### config.mk
export PLATFORM = sky130hd
export DESIGN_NAME = calc_control_unit_p_flat
export DESIGN_NICKNAME = d
export VERILOG_FILES = /design/src/rtl/calc_control_unit_p_pkg.sv /design/src/rtl/calc_control_unit_p_if.sv /design/src/rtl/calc_control_unit_p_divider.sv /design/src/rtl/calc_control_unit_p.sv /design/src/flat_wrapper.sv
export SDC_FILE = /design/constraint.sdc
export NUM_CORES = 1
export LEC_CHECK = 0
export CORE_ASPECT_RATIO = 1.25
export CORE_MARGIN = 2
export CORE_UTILIZATION = 60
export DETAILED_ROUTE_END_ITERATION = 10
export DONT_BUFFER_PORTS = 1
export GPL_ROUTABILITY_DRIVEN = 0
export MAX_ROUTING_LAYER = met4
export PLACE_DENSITY_LB_ADDON = 0.2
export SLEW_MARGIN = 20
export SYNTH_ARGS = -nofsm -noshare
export SYNTH_HDL_FRONTEND = slang
export SYNTH_SLANG_ARGS = --single-unit
### constraint.sdc
create_clock -name clock -period 16.5 [get_ports clock]
set_clock_uncertainty 0.15 [all_clocks]
set_input_delay 3.3 -clock clock [delete_from_list [all_inputs] [get_ports clock]]
set_output_delay 3.3 -clock clock [all_outputs]
set_load 0.02 [all_outputs]
### src/rtl/calc_control_unit_p_pkg.sv
// Shared key codes, FSM state encoding and operator decode for the calculator control unit.
package calc_control_unit_p_pkg;

    localparam logic [3:0] KEY_DIGIT_MAX = 4'h9;
    localparam logic [3:0] KEY_ADD       = 4'hA;
    localparam logic [3:0] KEY_SUB       = 4'hB;
    localparam logic [3:0] KEY_MUL       = 4'hC;
    localparam logic [3:0] KEY_DIV       = 4'hD;
    localparam logic [3:0] KEY_EQUAL     = 4'hE;
    localparam logic [3:0] KEY_CLEAR     = 4'hF;

    typedef enum logic [2:0] {
        ST_ENTRY_A,
        ST_OP_WAIT,
        ST_ENTRY_B,
        ST_EXEC,
        ST_COMMIT,
        ST_DIV_WAIT,
        ST_RESULT,
        ST_ERROR
    } state_t;

    typedef enum logic [2:0] {
        OP_NONE,
        OP_ADD,
        OP_SUB,
        OP_MUL,
        OP_DIV
    } op_t;

    function automatic op_t key_to_op(input logic [3:0] key);
        case (key)
            KEY_ADD: return OP_ADD;
            KEY_SUB: return OP_SUB;
            KEY_MUL: return OP_MUL;
            KEY_DIV: return OP_DIV;
            default: return OP_NONE;
        endcase
    endfunction

    function automatic logic is_digit(input logic [3:0] key);
        return key <= KEY_DIGIT_MAX;
    endfunction

endpackage

### src/rtl/calc_control_unit_p_if.sv
// Keypad-in / display-out bus between debouncer, control unit and display driver.
interface calc_control_unit_p_if #(
    parameter int unsigned WIDTH = 16
);
    logic [3:0]       button;
    logic             is_pressed_next;
    logic [WIDTH-1:0] display;
    logic             error;
    logic             busy;
    logic             result_valid;

    modport master (
        output button, is_pressed_next,
        input  display, error, busy, result_valid
    );

    modport slave (
        input  button, is_pressed_next,
        output display, error, busy, result_valid
    );
endinterface

### src/rtl/calc_control_unit_p_divider.sv
// Restoring divider, one quotient bit per cycle; done pulses WIDTH cycles after start.
module iter_divider #(
    parameter int unsigned WIDTH = 16
) (
    input  logic             clock,
    input  logic             reset,
    input  logic             start,
    input  logic             abort,
    input  logic [WIDTH-1:0] dividend,
    input  logic [WIDTH-1:0] divisor,
    output logic [WIDTH-1:0] quotient,
    output logic             done
);
    localparam int unsigned CW = $clog2(WIDTH + 1);

    logic [WIDTH-1:0] rem;
    logic [WIDTH-1:0] dvs;
    logic [CW-1:0]    count;
    logic [WIDTH:0]   shifted;
    logic [WIDTH:0]   trial;

    // quotient doubles as the dividend shift register; a set MSB of trial means the subtract borrowed
    always_comb begin
        shifted = {rem, quotient[WIDTH-1]};
        trial   = shifted - {1'b0, dvs};
    end

    always_ff @(posedge clock) begin
        if (reset || abort) begin
            rem      <= '0;
            dvs      <= '0;
            quotient <= '0;
            count    <= '0;
            done     <= 1'b0;
        end else begin
            done <= 1'b0;
            if (start) begin
                rem      <= '0;
                dvs      <= divisor;
                quotient <= dividend;
                count    <= CW'(WIDTH);
            end else if (count != '0) begin
                if (!trial[WIDTH]) begin
                    rem      <= trial[WIDTH-1:0];
                    quotient <= {quotient[WIDTH-2:0], 1'b1};
                end else begin
                    rem      <= shifted[WIDTH-1:0];
                    quotient <= {quotient[WIDTH-2:0], 1'b0};
                end
                count <= count - CW'(1);
                if (count == CW'(1)) done <= 1'b1;
            end
        end
    end
endmodule

### src/rtl/calc_control_unit_p.sv
// Calculator control unit: decimal operand entry, chained ADD/SUB/MUL/DIV with error detection.
module calc_control_unit_p
    import calc_control_unit_p_pkg::*;
#(
    parameter int unsigned WIDTH      = 16,
    parameter int unsigned MAX_DIGITS = 4
) (
    input  logic                 clock,
    input  logic                 reset,
    calc_control_unit_p_if.slave bus
);
    localparam int unsigned EW = WIDTH + 4;
    localparam int unsigned DW = $clog2(MAX_DIGITS + 1);

    state_t           state, state_n;
    op_t              op, op_n, next_op, next_op_n;
    logic [WIDTH-1:0] a, a_n, b, b_n, result, result_n, display, display_n;
    logic [DW-1:0]    digits, digits_n;
    logic             error, error_n, busy, busy_n, result_valid, result_valid_n;

    logic             div_start, div_done, key_clear, key_digit, key_eq, commit;
    op_t              key_op;
    logic [WIDTH-1:0] div_quotient, commit_val;
    logic [EW-1:0]    d_ext, a_app, b_app;
    logic             a_ok, b_ok;
    logic [WIDTH:0]   sum;
    logic [2*WIDTH-1:0] prod;

    iter_divider #(.WIDTH(WIDTH)) u_div (
        .clock    (clock),
        .reset    (reset),
        .start    (div_start),
        .abort    (key_clear),
        .dividend (a),
        .divisor  (b),
        .quotient (div_quotient),
        .done     (div_done)
    );

    always_comb begin
        key_clear = bus.is_pressed_next && (bus.button == KEY_CLEAR);
        key_digit = bus.is_pressed_next && is_digit(bus.button);
        key_eq    = bus.is_pressed_next && (bus.button == KEY_EQUAL);
        key_op    = bus.is_pressed_next ? key_to_op(bus.button) : OP_NONE;
        // Operand growth is checked in 4 extra bits so an overflowing digit is simply dropped
        d_ext     = EW'(bus.button);
        a_app     = EW'(a) * EW'(10) + d_ext;
        b_app     = EW'(b) * EW'(10) + d_ext;
        a_ok      = (a_app[EW-1:WIDTH] == '0) && (digits < DW'(MAX_DIGITS));
        b_ok      = (b_app[EW-1:WIDTH] == '0) && (digits < DW'(MAX_DIGITS));
        sum       = {1'b0, a} + {1'b0, b};
        prod      = {{WIDTH{1'b0}}, a} * {{WIDTH{1'b0}}, b};
    end

    always_comb begin
        state_n        = state;
        op_n           = op;
        next_op_n      = next_op;
        a_n            = a;
        b_n            = b;
        result_n       = result;
        display_n      = display;
        digits_n       = digits;
        error_n        = error;
        busy_n         = 1'b0;
        result_valid_n = 1'b0;
        div_start      = 1'b0;
        commit         = 1'b0;
        commit_val     = '0;

        unique case (state)
            ST_ENTRY_A: begin
                if (key_digit) begin
                    if (a_ok) begin
                        a_n       = a_app[WIDTH-1:0];
                        display_n = a_app[WIDTH-1:0];
                        digits_n  = digits + DW'(1);
                    end
                end else if (key_op != OP_NONE) begin
                    op_n    = key_op;
                    state_n = ST_OP_WAIT;
                end else if (key_eq) begin
                    result_n       = a;
                    result_valid_n = 1'b1;
                    state_n        = ST_RESULT;
                end
            end
            ST_OP_WAIT: begin
                if (key_digit) begin
                    b_n       = WIDTH'(bus.button);
                    display_n = WIDTH'(bus.button);
                    digits_n  = DW'(1);
                    state_n   = ST_ENTRY_B;
                end else if (key_op != OP_NONE) begin
                    op_n = key_op;
                end
            end
            ST_ENTRY_B: begin
                if (key_digit) begin
                    if (b_ok) begin
                        b_n       = b_app[WIDTH-1:0];
                        display_n = b_app[WIDTH-1:0];
                        digits_n  = digits + DW'(1);
                    end
                end else if (key_op != OP_NONE) begin
                    next_op_n = key_op;
                    state_n   = ST_EXEC;
                end else if (key_eq) begin
                    next_op_n = OP_NONE;
                    state_n   = ST_EXEC;
                end
            end
            ST_EXEC: begin
                state_n = ST_COMMIT;
                unique case (op)
                    OP_ADD: begin
                        result_n = sum[WIDTH-1:0];
                        if (sum[WIDTH]) state_n = ST_ERROR;
                    end
                    OP_SUB: begin
                        result_n = a - b;
                        if (a < b) state_n = ST_ERROR;
                    end
                    OP_MUL: begin
                        result_n = prod[WIDTH-1:0];
                        if (prod[2*WIDTH-1:WIDTH] != '0) state_n = ST_ERROR;
                    end
                    OP_DIV: begin
                        if (b == '0) begin
                            state_n = ST_ERROR;
                        end else begin
                            div_start = 1'b1;
                            state_n   = ST_DIV_WAIT;
                        end
                    end
                    default: state_n = ST_ERROR;
                endcase
                if (state_n == ST_ERROR) begin
                    error_n   = 1'b1;
                    display_n = '0;
                end
            end
            ST_COMMIT: begin
                commit     = 1'b1;
                commit_val = result;
            end
            ST_DIV_WAIT: begin
                if (div_done) begin
                    commit     = 1'b1;
                    commit_val = div_quotient;
                end else begin
                    busy_n = 1'b1;
                end
            end
            ST_RESULT: begin
                if (key_digit) begin
                    a_n       = WIDTH'(bus.button);
                    display_n = WIDTH'(bus.button);
                    digits_n  = DW'(1);
                    state_n   = ST_ENTRY_A;
                end else if (key_op != OP_NONE) begin
                    a_n     = result;
                    op_n    = key_op;
                    state_n = ST_OP_WAIT;
                end
            end
            ST_ERROR: ;
            default: state_n = ST_ENTRY_A;
        endcase

        // Shared by the single-cycle ops and the divider completion path
        if (commit) begin
            result_n       = commit_val;
            display_n      = commit_val;
            result_valid_n = 1'b1;
            if (next_op == OP_NONE) begin
                state_n = ST_RESULT;
            end else begin
                a_n       = commit_val;
                op_n      = next_op;
                next_op_n = OP_NONE;
                state_n   = ST_OP_WAIT;
            end
        end

        if (key_clear) begin
            state_n        = ST_ENTRY_A;
            op_n           = OP_NONE;
            next_op_n      = OP_NONE;
            a_n            = '0;
            b_n            = '0;
            result_n       = '0;
            display_n      = '0;
            digits_n       = '0;
            error_n        = 1'b0;
            busy_n         = 1'b0;
            result_valid_n = 1'b0;
        end
    end

    always_ff @(posedge clock) begin
        if (reset) begin
            state        <= ST_ENTRY_A;
            op           <= OP_NONE;
            next_op      <= OP_NONE;
            a            <= '0;
            b            <= '0;
            result       <= '0;
            display      <= '0;
            digits       <= '0;
            error        <= 1'b0;
            busy         <= 1'b0;
            result_valid <= 1'b0;
        end else begin
            state        <= state_n;
            op           <= op_n;
            next_op      <= next_op_n;
            a            <= a_n;
            b            <= b_n;
            result       <= result_n;
            display      <= display_n;
            digits       <= digits_n;
            error        <= error_n;
            busy         <= busy_n;
            result_valid <= result_valid_n;
        end
    end

    assign bus.display      = display;
    assign bus.error        = error;
    assign bus.busy         = busy;
    assign bus.result_valid = result_valid;
endmodule

### src/flat_wrapper.sv
// flat-port wrapper written by rule: the top's interface ports become plain ports
module calc_control_unit_p_flat import calc_control_unit_p_pkg::*;
#(
    parameter int unsigned WIDTH      = 16,
    parameter int unsigned MAX_DIGITS = 4
)
  (clock, reset, bus_button, bus_is_pressed_next, bus_display, bus_error, bus_busy, bus_result_valid);
  calc_control_unit_p_if #(.WIDTH(WIDTH)) bus_i ();
  input  logic clock;
  input  logic reset;
  input wire logic [$bits(bus_i.button)-1:0] bus_button;
  input wire logic [$bits(bus_i.is_pressed_next)-1:0] bus_is_pressed_next;
  output wire logic [$bits(bus_i.display)-1:0] bus_display;
  output wire logic [$bits(bus_i.error)-1:0] bus_error;
  output wire logic [$bits(bus_i.busy)-1:0] bus_busy;
  output wire logic [$bits(bus_i.result_valid)-1:0] bus_result_valid;
  assign bus_i.button = bus_button;
  assign bus_i.is_pressed_next = bus_is_pressed_next;
  assign bus_display = bus_i.display;
  assign bus_error = bus_i.error;
  assign bus_busy = bus_i.busy;
  assign bus_result_valid = bus_i.result_valid;
  calc_control_unit_p #(.WIDTH(WIDTH), .MAX_DIGITS(MAX_DIGITS)) u_core (.clock(clock), .reset(reset), .bus(bus_i));
endmodule
==> run metrics, run 1 <==
Worst-Skew Late Latency between 0.4 and 0.5 ns; Multi-input gate area around 0.016 mm^2; Avg Cell Area, Syn between 8 and 9 um^2; Worst setup EP type register; std cell rows 75; GRT overflow 0; Synth Area in XOR/XNOR under 10%; share of cells above drive strength 1 5.05%; worst path cell trace nand2_1, fa_1, fa_1, fa_1, fa_1, inv_1, fa_1, inv_1, fa_1, inv_1, ha_1, a21oi_1, nand2_1, a21oi_1, o21ai_0, a31oi_1, mux2_2, a211oi_1, nand4b_1, a21o_1, and2_1, a211oi_1; Max Freq ~110 MHz; Hold Vio Cnt, Final 0; Max Slew Vio Count 0; Ys Warns 0; r2r endpoint u_core.bus.display[4]; IO Pins 26; CTS tree built; area grow syn2layout 4.15%; complex-gate fraction of the synthesized area between 20% and 30%; Period minus WS final a little under 9 ns; Finish-stage setup viols 0; share of the synthesized area in the top cell type between 10% and 20%; fin crit share a little over half; critical path arrival 8.90 ns; CP max stage cell dfxtp_1; power density cells 84.5 mW/mm^2; Tot GR Track Use a little under two fifths; vias per std cell 6.54; Yosys cell types 91; Worst R2R Path Depth 22; die area roughly 0.035 mm^2; design area between 0.02 and 0.025 mm^2; status finished, final reports clean; multiplexer share of the synthesized area under 10%; post-synthesis register bit count 133; Post-Synthesis Cells 2,515; top cells by area, synth fa_1, ha_1, dfxtp_1; Worst Path Required roughly 17 ns; post-CTS setup buffers 0; # resized after CTS 0; Yosys top cell by area fa_1; post-DP HPWL 48,500 um; hold_ws between 0.3 and 0.4 ns; highest metal used met4; cts hold-fix bufs 0; top_reg_cell synth dfxtp_1; cell area after placement 0.0204 mm^2; main combinational cell family by area after synthesis adder cells; leakage just over 9 nW; Syn Nets ~2,900; final non-filler cell total about 2,900; Die Ht between 200 and 250 um; initial drt markers around 1,900; number of global-route vias before repair 19,000; CP max FO 22; final wirelength 63,300 um; largest net degree at the start of global routing 54; via count ~19,000; core area between 0.03 and 0.04 mm^2; relative max-transition margin between 20 and 25%; EDFF count, synth 0; RR Startpoint u_core.a[9]; routed metal-1 wire length ~25,000 um; clk slew on worst S/H paths 0.07 ns; simple-gate share of the synthesized area roughly a fifth; hold path start u_core.u_div.dvs[3]; DRC viols 0; register area share after synthesis 13.2%; CP most frequent cell fa_1; Hold Crit Class register to register; Hold EP u_core.u_div.dvs[3]; async set-reset flop share out of synthesis 0%; setup TNS 0 ns; RSZ-0062 raised after global routing no; CP peak stage delay between 0.9 and 1 ns; Worst setup SP type register; clock buffer depth 2; first-pass GRT wire length ~100,000 um; Power, Total between 1.5 and 2 mW; Routed WL per cell ~22 um; cell area after synthesis between 0.02 and 0.025 mm^2; # port buffers 0; Worst-Margin Slew ~1.2 ns; Hold Crit Depth 2; filler cell count a little under 3,000; peak supply drop 0.0998 mV; WS Path Type register to register; root buffer cell clkbuf_16; ANT nets after route 0; fin nets ~2,900; CTS H-tree depth 4; adder and majority gate portion of the synthesized area 33.5%; DR WL met2 28,800 um; routed length on met3 5710 um; Max-Cap Viols 0; flip-flop and latch area 0.00266 mm^2; drt first pass iters 8; TritonCTS Buffers 17; FF-to-FF setup slack 7.79 ns; Initial Util between 60 and 70%; antenna violations before repair 1; Clock Sinks approximately 130; dpl cells about 2,800; Die X ~170 um
[state kept, by name, indices dropped and copies added, names as in the netlist, 5 cells and up]
| signal | flops |
|---|---|
| u_core.u_div.dvs | 16 |
| u_core.u_div.quotient | 16 |
| u_core.b | 16 |
| u_core.u_div.count | 5 |
| u_core.result | 16 |
| u_core.a | 16 |
| u_core.u_div.rem | 16 |
| u_core.bus.display | 16 |
[worst max path at each step]
stage | startpoint | end | slack (ns) | depth (start not counted)
6_report | u_core.a[9] | u_core.bus.display[4] | 7.79 | 22
5_1_grt | u_core.a[10] | u_core.bus.display[1] | 7.26 | 22
4_1_cts | u_core.a[9] | u_core.bus.display[4] | 7.95 | 22
3_5_place_dp | u_core.a[9] | u_core.bus.display[2] | 7.93 | 22
3_3_place_gp | u_core.a[7] | u_core.bus.display[1] | 8.24 | 23
2_1_floorplan | u_core.b[15] | u_core.bus.display[10] | 9.32 | 26
[critical path, delay by kind of cell, from the launching register on]
kind | cells | cell delay [ns]
AO/OA/AOI/OAI | 7 | 2.26
buffers and inverters | 3 | 0.15
flip-flops | 1 | 0.98
multiplexers | 1 | 0.36
adder cells (fa/ha/maj) | 7 | 3.48
AND/OR/NAND/NOR | 4 | 1.20
[Yosys cell counts, types with 5 or more instances]
master,count
nand4_1,12
nor3_1,39
a21o_1,23
o2111ai_1,9
o211ai_1,21
xnor2_1,49
a22o_1,5
clkbuf_1,132
nand2_1,310
buf_2,6
o22ai_1,15
or3_1,13
a211oi_1,32
o21a_1,28
inv_1,290
nor2_1,179
nor4_1,12
or2_2,9
nand3b_1,5
a211oi_2,10
o21bai_1,12
xor2_1,28
o221ai_1,8
nand2b_1,16
and3_1,13
a221oi_1,32
o31ai_1,6
a22oi_1,24
ha_1,218
nor2b_1,22
a311oi_1,19
nand3_1,48
o31a_1,7
o21ai_0,98
mux2i_1,41
mux2_2,7
a31oi_1,15
a21oi_1,164
o41ai_1,5
dfxtp_1,133
and2_1,104
fa_1,201
a221o_1,7
[kinds of logic after synthesis]
| logic type | after synthesis |
|---|---|
| compound gates | 588 |
| xor+xnor | 77 |
| flops | 133 |
| simple gates | 808 |
| mux | 49 |
| buf+inv | 441 |
| fa+ha+maj | 419 |
[where the power goes]
part	internal, mW	total, mW	switching [mW]
Clock	0.202	0.386	0.184
Combinational	0.335	0.903	0.568
Sequential	0.380	0.485	0.104
Total	0.917	1.77	0.857
[through the flow]
stage | worst slack [ns] | utilization [%]
2_1_floorplan | 9.32 | -
3_3_place_gp | 8.24 | 61.3
3_5_place_dp | 7.93 | 61.3
4_1_cts | 7.95 | 63.0
5_1_grt | 7.26 | 63.0
6_report | 7.79 | 63.0
[cell type report]
type	instances	area share, %
antenna	2	0.0238
clock buffer	17	2.03
clock inverter	15	0.757
inverter	293	5.24
multi-input combinational	1941	75.4
sequential	133	12.7
tap	423	2.52
timing repair buffer	38	1.36
[layer usage]
| layer | global-route usage (%) | up-vias |
|---|---|---|
| li1 | - | 8411 |
| met3 | 7.90 | 291 |
| met1 | 45.4 | 8980 |
| met5 | - | - |
| met2 | 58.9 | 1032 |
| met4 | 20.9 | 0 |
[cell usage in the layout (no fill, tap or decap), types with 17 or more instances in the layout]
master     count
xor2_1        28
ha_1         218
buf_4         38
nor3_1        38
xnor2_1       48
dfxtp_1      133
fa_1         201
a21o_1        22
a211oi_1      32
a311oi_1      19
clkbuf_16     17
o211ai_1      21
nand3_1       48
nand2_1      310
nor2b_1       22
a22oi_1       24
o21a_1        28
a221oi_1      31
inv_1        290
nor2_1       178
and2_1       104
o21ai_0       98
a21oi_1      163
mux2i_1       41
Power figures use the tool's default switching activity.
==> inputs of run 2 (changes only) <==
==> constraint.sdc (replaced) <==
create_clock -name clock -period 9.05 [get_ports clock]
set_clock_uncertainty 0.15 [all_clocks]
set_input_delay 1.81 -clock clock [delete_from_list [all_inputs] [get_ports clock]]
set_output_delay 1.81 -clock clock [all_outputs]
set_load 0.02 [all_outputs]
==> run metrics, run 2 (synthesis gave the netlist of run 1 again) <==
GR peak layer met2 (unchanged); IO Pins 26 (unchanged); post-CTS setup buffers 0 (unchanged); first-pass GRT wire length 102,000 um (was 101,000 um); commonest cells after routing, fill and taps aside nand2_1, inv_1, ha_1, fa_1, nor2_1 (unchanged); most common cell after layout, fill and taps aside nand2_1 (unchanged); CTS tree built (unchanged); CP max FO 23 (was 22); ANT nets after route 0 (unchanged); GRT overflow 0 (unchanged); final wirelength 65,100 um (was 63,300 um); Routed WL per cell 22.7 um (was 22.1 um); die area 0.0351 mm^2 (unchanged); TritonCTS Buffers 17 (unchanged); CTS H-tree depth 4 (unchanged); Hold Crit Class register to register (unchanged); initial drt markers 2,034 (was 1,920); vias per std cell 6.61 (was 6.54); largest net degree at the start of global routing 52 (was 54); Clock Sinks 133 (unchanged); Worst setup SP type register (unchanged); peak supply drop 0.216 mV (was 0.0998 mV); Finish-stage setup viols 0 (unchanged); Crit path max-delay family adder cells (unchanged); Worst-Skew Late Latency 0.44 ns (about the same); core area 0.0333 mm^2 (unchanged); Hold Vio Cnt, Final 0 (unchanged); Max Slew Vio Count 0 (unchanged); Max Freq 119 MHz (was 115 MHz); Diodes inserted 0 (was 2); cell area after placement 0.0205 mm^2 (was 0.0204 mm^2); Die Ht 209 um (unchanged); post-DP HPWL 50,000 um (was 48,500 um); number of global-route vias before repair 19,000 (about the same); via count 19,000 (was 18,700); status finished, final reports clean (unchanged); relative max-transition margin 20.0% (was 21.6%); root buffer cell clkbuf_16 (unchanged); # resized after CTS 0 (unchanged); RSZ-0062 raised after global routing no (unchanged); clk slew on worst S/H paths 0.07 ns (about the same); # port buffers 0 (unchanged); fin nets 2,859 (was 2,850); Tot GR Track Use 38.4% (was 37.6%); Worst setup EP type register (unchanged); Crit path buffers/inverters 4 (was 3); drt first pass iters 6 (was 8); setup TNS 0 ns (unchanged); worst path cell trace ha_1, fa_1, inv_1, fa_1, fa_1, fa_1, inv_1, fa_1, inv_1, fa_1, inv_1, ha_1, a21oi_1, nand2_1, a21oi_1, o21ai_0, a31oi_1, mux2_2, a211oi_1, nand4b_1, a21o_1, and2_1, a211oi_1 (was nand2_1, fa_1, fa_1, fa_1, fa_1, inv_1, fa_1, inv_1, fa_1, inv_1, ha_1, a21oi_1, nand2_1, a21oi_1, o21ai_0, a31oi_1, mux2_2, a211oi_1, nand4b_1, a21o_1, and2_1, a211oi_1); CP most frequent cell fa_1 (unchanged); flip-flop and latch area 0.00266 mm^2 (unchanged); std cell rows 75 (unchanged); fin crit share 92.7% (was 52.8%); Worst Path Required 9.25 ns (was 16.69 ns); WS Path Type register to register (unchanged); grt met1 use 44.1% (was 45.4%); Period minus WS final 8.39 ns (was 8.71 ns); power density cells 159 mW/mm^2 (was 84.5 mW/mm^2); met3 Usage GRT 8.58% (was 7.90%); antenna violations before repair 0 (was 1); area grow syn2layout 4.87% (was 4.15%); clock buffer depth 2 (unchanged); met2 Use GR 61.7% (was 58.9%); share of cells above drive strength 1 5.44% (was 5.05%); CP peak stage delay 1.04 ns (was 0.98 ns); Initial Util 60.5% (unchanged); design area 0.0211 mm^2 (was 0.0210 mm^2); cts hold-fix bufs 0 (unchanged); Multi-input gate area 0.0158 mm^2 (about the same); hold_ws 0.303 ns (was 0.306 ns); CP max stage cell dfxtp_1 (unchanged); filler cell count 2,842 (was 2,887); leakage 9.14 nW (was 9.05 nW); Max-Cap Viols 0 (unchanged); DRC viols 0 (unchanged); critical path arrival 8.59 ns (was 8.90 ns); Die X 168 um (unchanged); Worst-Margin Slew 1.20 ns (was 1.17 ns)
[run 2: worst min-delay path: cells and delay by family (launching register included)]
family	cells	cell delay, ns
AOI/OAI and AO/OA	1	0.05
DFF	1	0.31
and+or+nand+nor	1	0.05
[run 2: power by group]
group / leakage [nW] / switching [mW] / internal, mW
logic: 7.74 / 1.03 / 0.620
clock network: 0.322 / 0.313 / 0.498
registers: 1.08 / 0.205 / 0.694
total: 9.14 / 1.55 / 1.81
[run 2: routing by layer]
metal  part of all wire [%]  up-vias  routed length [um]
met4                    7.2        0                4700
met2                     46     1196               29600
li1                       -     8432                   -
met3                     11      339                6880
met5                      0        -                   0
met1                     37     8997               23900
[run 2: cell type report]
type	count	share of cell area (%)
clock inverters	15	1.13
multi-input cells	1941	74.9
flip-flops and latches	133	12.6
inverters	293	5.20
clock buffers	17	2.01
repair buffers	47	1.67
well taps	423	2.50
[run 2: per-stage QoR]
step / power (mW) / std cells / utilization, % / worst slack [ns]
after floorplan: 2.07 / 2515 / - / 1.87
after global placement: 2.45 / 2837 / 61.5 / 1.11
after detailed placement: 2.49 / 2837 / 61.5 / 0.926
after CTS: 3.30 / 2869 / 63.5 / 0.875
after global routing: 3.51 / 2869 / 63.5 / 0.379
final: 3.36 / 2869 / 63.5 / 0.657
[run 2: path summary, 6_finish.rpt]
| check | start | cells past startpoint | slack, ns | end |
|---|---|---|---|---|
| setup reg to reg | u_core.a[5] | 23 | 0.66 | u_core.bus.display[3] |
| setup / recovery | u_core.a[5] | 23 | 0.66 | u_core.bus.display[3] |
| hold reg to reg | u_core.u_div.dvs[3] | 2 | 0.30 | u_core.u_div.dvs[3] |
| hold / removal | u_core.u_div.dvs[3] | 2 | 0.30 | u_core.u_div.dvs[3] |
